$ cat config.mk
export PLATFORM = sky130hd
export DESIGN_NAME = axi_revision_reader
export DESIGN_NICKNAME = d
export VERILOG_FILES = /design/src/rtl/axi_revision_reader.sv
export SDC_FILE = /design/constraint.sdc
export NUM_CORES = 1
export LEC_CHECK = 0
export CAP_MARGIN = 20
export CORE_MARGIN = 2
export CORE_UTILIZATION = 30
export DETAILED_ROUTE_END_ITERATION = 16
export PLACE_DENSITY = 0.51
export SLEW_MARGIN = 30
export SYNTH_ARGS = -nofsm -noshare
export SYNTH_HDL_FRONTEND = slang
export SYNTH_SLANG_ARGS = --single-unit
$ cat constraint.sdc
create_clock -name AXI_ACLK -period 1.98 [get_ports AXI_ACLK]
set_input_delay 0.396 -clock AXI_ACLK [delete_from_list [all_inputs] [get_ports AXI_ACLK]]
set_output_delay 0.396 -clock AXI_ACLK [all_outputs]
set_load 0.05 [all_outputs]
$ cat src/rtl/axi_revision_reader.sv
`default_nettype none
// +----------------------------------------------------------------------------+
// | Module  : axi_revision_reader                                              |
// | Purpose : AXI4-Lite read-only master that fetches the seven build-revision |
// |           registers (major, minor, build, rc, date, type, subtype) from    |
// |           the revision slave and presents them as latched parallel values. |
// | Ports   : AXI_ACLK / AXI_ARESETN  clock, async active-low reset            |
// |           start                   request a (re)read, ignored while busy   |
// |           M_AXI_AR* / M_AXI_R*    AXI4-Lite read channels (master side)    |
// |           rev_* / rtl_* / date_*  latched register values, decoded date    |
// |           busy valid error        sequence status                          |
// |           error_index stall       first failing index, stuck-transaction   |
// | Revision: 1.0  initial release                                             |
// +----------------------------------------------------------------------------+
module axi_revision_reader #(
  parameter int unsigned                 M_AXI_ADDR_WIDTH = 32,
  parameter logic [M_AXI_ADDR_WIDTH-1:0] BASE_ADDR        = '0,
  parameter bit                          AUTO_START       = 1'b1,
  parameter int unsigned                 STALL_CYCLES     = 1024
) (
  input  logic                        AXI_ACLK,
  input  logic                        AXI_ARESETN,
  input  logic                        start,
  output logic [M_AXI_ADDR_WIDTH-1:0] M_AXI_ARADDR,
  output logic                        M_AXI_ARVALID,
  output logic [2:0]                  M_AXI_ARPROT,
  input  logic                        M_AXI_ARREADY,
  input  logic [31:0]                 M_AXI_RDATA,
  input  logic [1:0]                  M_AXI_RRESP,
  input  logic                        M_AXI_RVALID,
  output logic                        M_AXI_RREADY,
  output logic [31:0]                 rev_major,
  output logic [31:0]                 rev_minor,
  output logic [31:0]                 rev_build,
  output logic [31:0]                 rev_rcand,
  output logic [31:0]                 rtl_type,
  output logic [31:0]                 rtl_subtype,
  output logic [15:0]                 date_year,
  output logic [7:0]                  date_day,
  output logic [7:0]                  date_month,
  output logic                        busy,
  output logic                        valid,
  output logic                        error,
  output logic [2:0]                  error_index,
  output logic                        stall
);

  typedef enum logic [1:0] {
    S_IDLE = 2'd0,
    S_ADDR = 2'd1,
    S_DATA = 2'd2
  } state_t;

  localparam logic [2:0] c_last_index = 3'd6;

  state_t     r_state;
  state_t     w_next_state;
  logic [2:0] r_index;
  logic [2:0] w_index_inc;
  logic       r_auto;        // one-shot request armed by reset release
  logic       w_start_seq;
  logic       w_ar_hs;
  logic       w_r_hs;
  logic       w_resp_err;
  logic       w_last;
  logic       w_enter_addr;

  assign M_AXI_ARPROT = 3'b000;

  assign w_start_seq  = (r_state == S_IDLE) && (start || r_auto);
  assign w_ar_hs      = M_AXI_ARVALID && M_AXI_ARREADY;
  assign w_r_hs       = M_AXI_RREADY && M_AXI_RVALID;
  assign w_resp_err   = (M_AXI_RRESP != 2'b00);
  assign w_last       = (r_index == c_last_index);
  assign w_index_inc  = r_index + 3'd1;
  assign w_enter_addr = (w_next_state == S_ADDR) && (r_state != S_ADDR);

  always_ff @(posedge AXI_ACLK or negedge AXI_ARESETN) begin
    if (!AXI_ARESETN) r_state <= S_IDLE;
    else              r_state <= w_next_state;
  end

  always_comb begin
    w_next_state = r_state;
    case (r_state)
      S_IDLE:  if (w_start_seq) w_next_state = S_ADDR;
      S_ADDR:  if (w_ar_hs)     w_next_state = S_DATA;
      S_DATA:  if (w_r_hs)      w_next_state = w_last ? S_IDLE : S_ADDR;
      default:                  w_next_state = S_IDLE;
    endcase
  end

  always_ff @(posedge AXI_ACLK or negedge AXI_ARESETN) begin
    if (!AXI_ARESETN) begin
      r_auto        <= AUTO_START;
      r_index       <= 3'd0;
      M_AXI_ARADDR  <= '0;
      M_AXI_ARVALID <= 1'b0;
      M_AXI_RREADY  <= 1'b0;
      rev_major     <= '0;
      rev_minor     <= '0;
      rev_build     <= '0;
      rev_rcand     <= '0;
      rtl_type      <= '0;
      rtl_subtype   <= '0;
      date_year     <= '0;
      date_day      <= '0;
      date_month    <= '0;
      busy          <= 1'b0;
      valid         <= 1'b0;
      error         <= 1'b0;
      error_index   <= 3'd0;
    end else begin
      // The auto request only ever applies to the first clock after release.
      r_auto <= 1'b0;

      if (w_start_seq) begin
        r_index       <= 3'd0;
        busy          <= 1'b1;
        valid         <= 1'b0;
        error         <= 1'b0;
        error_index   <= 3'd0;
        M_AXI_ARADDR  <= BASE_ADDR;
        M_AXI_ARVALID <= 1'b1;
      end

      if (r_state == S_ADDR && w_ar_hs) begin
        M_AXI_ARVALID <= 1'b0;
        M_AXI_RREADY  <= 1'b1;
      end

      if (r_state == S_DATA && w_r_hs) begin
        case (r_index)
          3'd0: rev_major   <= M_AXI_RDATA;
          3'd1: rev_minor   <= M_AXI_RDATA;
          3'd2: rev_build   <= M_AXI_RDATA;
          3'd3: rev_rcand   <= M_AXI_RDATA;
          3'd4: begin
            date_year  <= M_AXI_RDATA[15:0];
            date_day   <= M_AXI_RDATA[23:16];
            date_month <= M_AXI_RDATA[31:24];
          end
          3'd5: rtl_type    <= M_AXI_RDATA;
          3'd6: rtl_subtype <= M_AXI_RDATA;
          default: ;
        endcase

        // Only the first failing register is recorded; data is kept anyway.
        if (w_resp_err && !error) begin
          error       <= 1'b1;
          error_index <= r_index;
        end

        M_AXI_RREADY <= 1'b0;
        if (w_last) begin
          busy  <= 1'b0;
          valid <= ~(error | w_resp_err);
        end else begin
          r_index       <= w_index_inc;
          M_AXI_ARADDR  <= BASE_ADDR + M_AXI_ADDR_WIDTH'({w_index_inc, 2'b00});
          M_AXI_ARVALID <= 1'b1;
        end
      end
    end
  end

  generate
    if (STALL_CYCLES != 0) begin : g_stall
      localparam int unsigned            c_cnt_w     = $clog2(STALL_CYCLES + 1);
      localparam logic [c_cnt_w-1:0]     c_stall_cnt = c_cnt_w'(STALL_CYCLES);

      logic [c_cnt_w-1:0] r_cnt;
      logic [c_cnt_w-1:0] w_cnt_inc;
      logic               r_stall;

      assign w_cnt_inc = r_cnt + 1'b1;

      // Per-transaction wait counter; it saturates at the threshold so it can
      // never wrap and the flag stays sticky until the next sequence start.
      always_ff @(posedge AXI_ACLK or negedge AXI_ARESETN) begin
        if (!AXI_ARESETN) begin
          r_cnt   <= '0;
          r_stall <= 1'b0;
        end else if (w_enter_addr) begin
          r_cnt <= '0;
          if (w_start_seq) r_stall <= 1'b0;
        end else if (r_state != S_IDLE && r_cnt != c_stall_cnt) begin
          r_cnt <= w_cnt_inc;
          if (w_cnt_inc == c_stall_cnt) r_stall <= 1'b1;
        end
      end

      assign stall = r_stall;
    end else begin : g_no_stall
      assign stall = 1'b0;
    end
  endgenerate

endmodule
`default_nettype wire
==> results.json <==
{
  "outcome": "complete, no violations",
  "grt_usage": 0.159,
  "endpoint_kind": "output pin",
  "core_area_mm2": 0.0357,
  "stdcell_area_mm2": 0.0153,
  "numCtsBuffers": 31,
  "die_h_um": 195,
  "overflow": 0,
  "synth-async-reset-ratio": 1.00,
  "setup_violations": 0,
  "path_clk_slew_ns": 0.06,
  "drv_cap": 0,
  "r2r.worst_path.cells": 5,
  "whs_ns": 0.377,
  "finalNetCount": 1097,
  "seq_area_frac_synth": 0.646,
  "clock-sinks": 282,
  "die_w_um": 195,
  "clk_latency_ns": 0.56,
  "ys_warn_count": 0,
  "synth_cell_types": 43,
  "cts_buffer_depth": 3,
  "finalHoldViolCount": 0,
  "cp.depth": 1,
  "cellLeakagePower_nw": 8.30,
  "start_util": 0.306,
  "slowest_delay_ns": 0.55,
  "htreeDepth": 1,
  "fmax_ghz": 0.533,
  "worstSetupPathType": "reg2out",
  "drc": 0,
  "vias": 6946,
  "antenna_found_initial": 0,
  "wire_per_inst_um": 19.7,
  "drt_iter0_markers": 212,
  "io_buffers": 303,
  "viasPerCell": 4.53,
  "place_hpwl_mm": 21.5,
  "cts_tree": "yes",
  "worstHoldPathType": "in2async",
  "max-slew-margin-rel": 0.641,
  "area_growth_syn_to_layout_pct": 40.3,
  "totalWireLength_mm": 30.2,
  "post-cts-setup-buffers": 0,
  "fin_skew_ns": 0.0205,
  "netlist_area_mm2": 0.0109,
  "peakVddDrop_uv": 633,
  "fin_crit_ns": 1.87,
  "syn_inst": 707,
  "final_layout_size_suffix_gt1_frac": 0.405,
  "gp_congestion": 0.747,
  "cp.buffers_inverters": 1,
  "worstMarginPinSlew_ns": 0.540,
  "power.density_mw_per_mm2": 1250,
  "synth_edf_count": 0,
  "place_area_mm2": 0.0145,
  "ios": 307,
  "die_area_mm2": 0.0380,
  "rsz0062_at_grt": "no",
  "crit_family": "buffers and inverters",
  "grt_pass1_vias": 7248,
  "slew_violations": 0,
  "antenna_cells": 0,
  "startpoint_type": "flip-flop",
  "first_pass_iters": 4,
  "yosys_register_bits": 282,
  "syn_avg_cell_area_um2": 15.5,
  "drtAntennaViolNets": 0,
  "crit_arrival_ns": 1.48,
  "critPathSlowestCell": "dlygate4sd2_1",
  "synthFlopType": "dfrtp_1",
  "period_share": 0.947,
  "row_count": 69,
  "grt_first_pass_wirelength_mm": 46.8,
  "grt_max_degree": 58,
  "cp_cell_sequence": "dlygate4sd2_1",
  "path_max_fanout": 2,
  "cts_root_buf": "clkbuf_16",
  "required_ns": 1.58,
  "n_fill_cell": 3405
}
-- cells by family after synthesis --
group	count (synthesis)	share of synthesized area
flops	282	0.646
buf+inv	42	0.0308
xor+xnor	10	0.00801
compound gates	27	0.0156
other cells	1	0.000343
simple gates	112	0.0548
fa+ha+maj	8	0.00916
mux	225	0.236
-- cells in the mapped netlist (all sizes together) (2+ instances only) --
library cell,n,area [µm²]
ha,8,100
a21oi,4,20.0
o22ai,2,12.5
nand2,30,125
o21a,2,15.0
mux2,224,2570
inv,7,26.3
nand3,4,20.0
xor2,8,70.1
clkbuf,3,11.3
a221oi,2,17.5
xnor2,2,17.5
buf,32,299
nor2,27,114
nand4,6,37.5
a31oi,3,25.0
and3,3,18.8
and2,33,206
nand3b,2,15.0
dfrtp,281,7030
nor3,2,10.0
o21ai,11,55.1
-- per-layer routing --
layer  vias to the layer above  wire [µm]  global-route usage
li1                       3138          -                   -
met2                       216      13400               0.245
met4                         0        500              0.0286
met1                      3555      14200               0.222
met5                         -          0                   0
met3                        37       2140              0.0479
-- stage by stage --
stage	utilization	setup slack, ns	cells	power, mW	TNS, ns
after floorplan	-	0.118	710	11.4	0
after global placement	0.406	-0.139	1477	13.9	-11.07
after detailed placement	0.406	-0.167	1477	13.9	-13.70
after CTS	0.429	0.0415	1535	19.5	0
after global routing	0.429	0.0236	1535	20.1	0
final	0.429	0.106	1535	19.2	0
-- state kept, by name, indices dropped and copies added, names as in the netlist, 8 cells and up --
signal / flops
M_AXI_ARADDR: 32
date_day: 8
date_month: 8
date_year: 16
g_stall.r_cnt: 11
rev_build: 32
rev_major: 32
rev_minor: 32
rev_rcand: 32
rtl_subtype: 32
rtl_type: 32
-- area by class of cell --
class,instances,area (µm²),share of cell area
flip-flops and latches,282,7060,0.460
multi-input cells,386,3560,0.232
repair buffers,342,3100,0.202
clock buffers,48,940,0.0613
well taps,461,577,0.0376
clock inverters,9,76.3,0.00498
inverters,7,26.3,0.00171
-- placed cells by master, fill, tap and decap left out, types with 19 or more instances in the layout --
master / synthesis / routed
clkbuf_16: 0 / 31
and2_1: 33 / 30
dlygate4sd2_1: 0 / 154
clkdlybuf4s50_1: 0 / 37
nor2_1: 24 / 24
buf_4: 3 / 129
mux2_2: 211 / 211
dfrtp_1: 281 / 281
nand2_1: 27 / 26
buf_12: 0 / 19
-- report_power, final --
part | switching (mW) | internal [mW] | total [mW] | leakage [nW]
Combinational | 4.32 | 2.04 | 6.36 | 3.96
Sequential | 0.551 | 6.62 | 7.17 | 3.84
Clock | 2.31 | 3.37 | 5.68 | 0.504
Total | 7.19 | 12.0 | 19.2 | 8.30
-- final timing paths --
path	endpoint	start	slack, ns
max in group asynchronous	rtl_subtype[21]	AXI_ARESETN	0.90
min reg2reg	M_AXI_ARADDR[25]	M_AXI_ARADDR[25]	0.48
min	rtl_type[1]	AXI_ARESETN	0.38
min in group AXI_ACLK	valid	M_AXI_RRESP[1]	0.43
max	rev_minor[16]	rev_minor[16]	0.11
max reg2reg	rev_build[4]	r_index[0]	0.13
-- timing repair --
action | 4_1_cts | 5_1_grt
hold buffers | 1 | 0
gates resized for setup | 155 | 1
pin swaps | 0 | 0
endpoints found under the hold margin | 46 | 0
endpoints found under the setup margin | 155 | 1
Power figures use the tool's default switching activity.
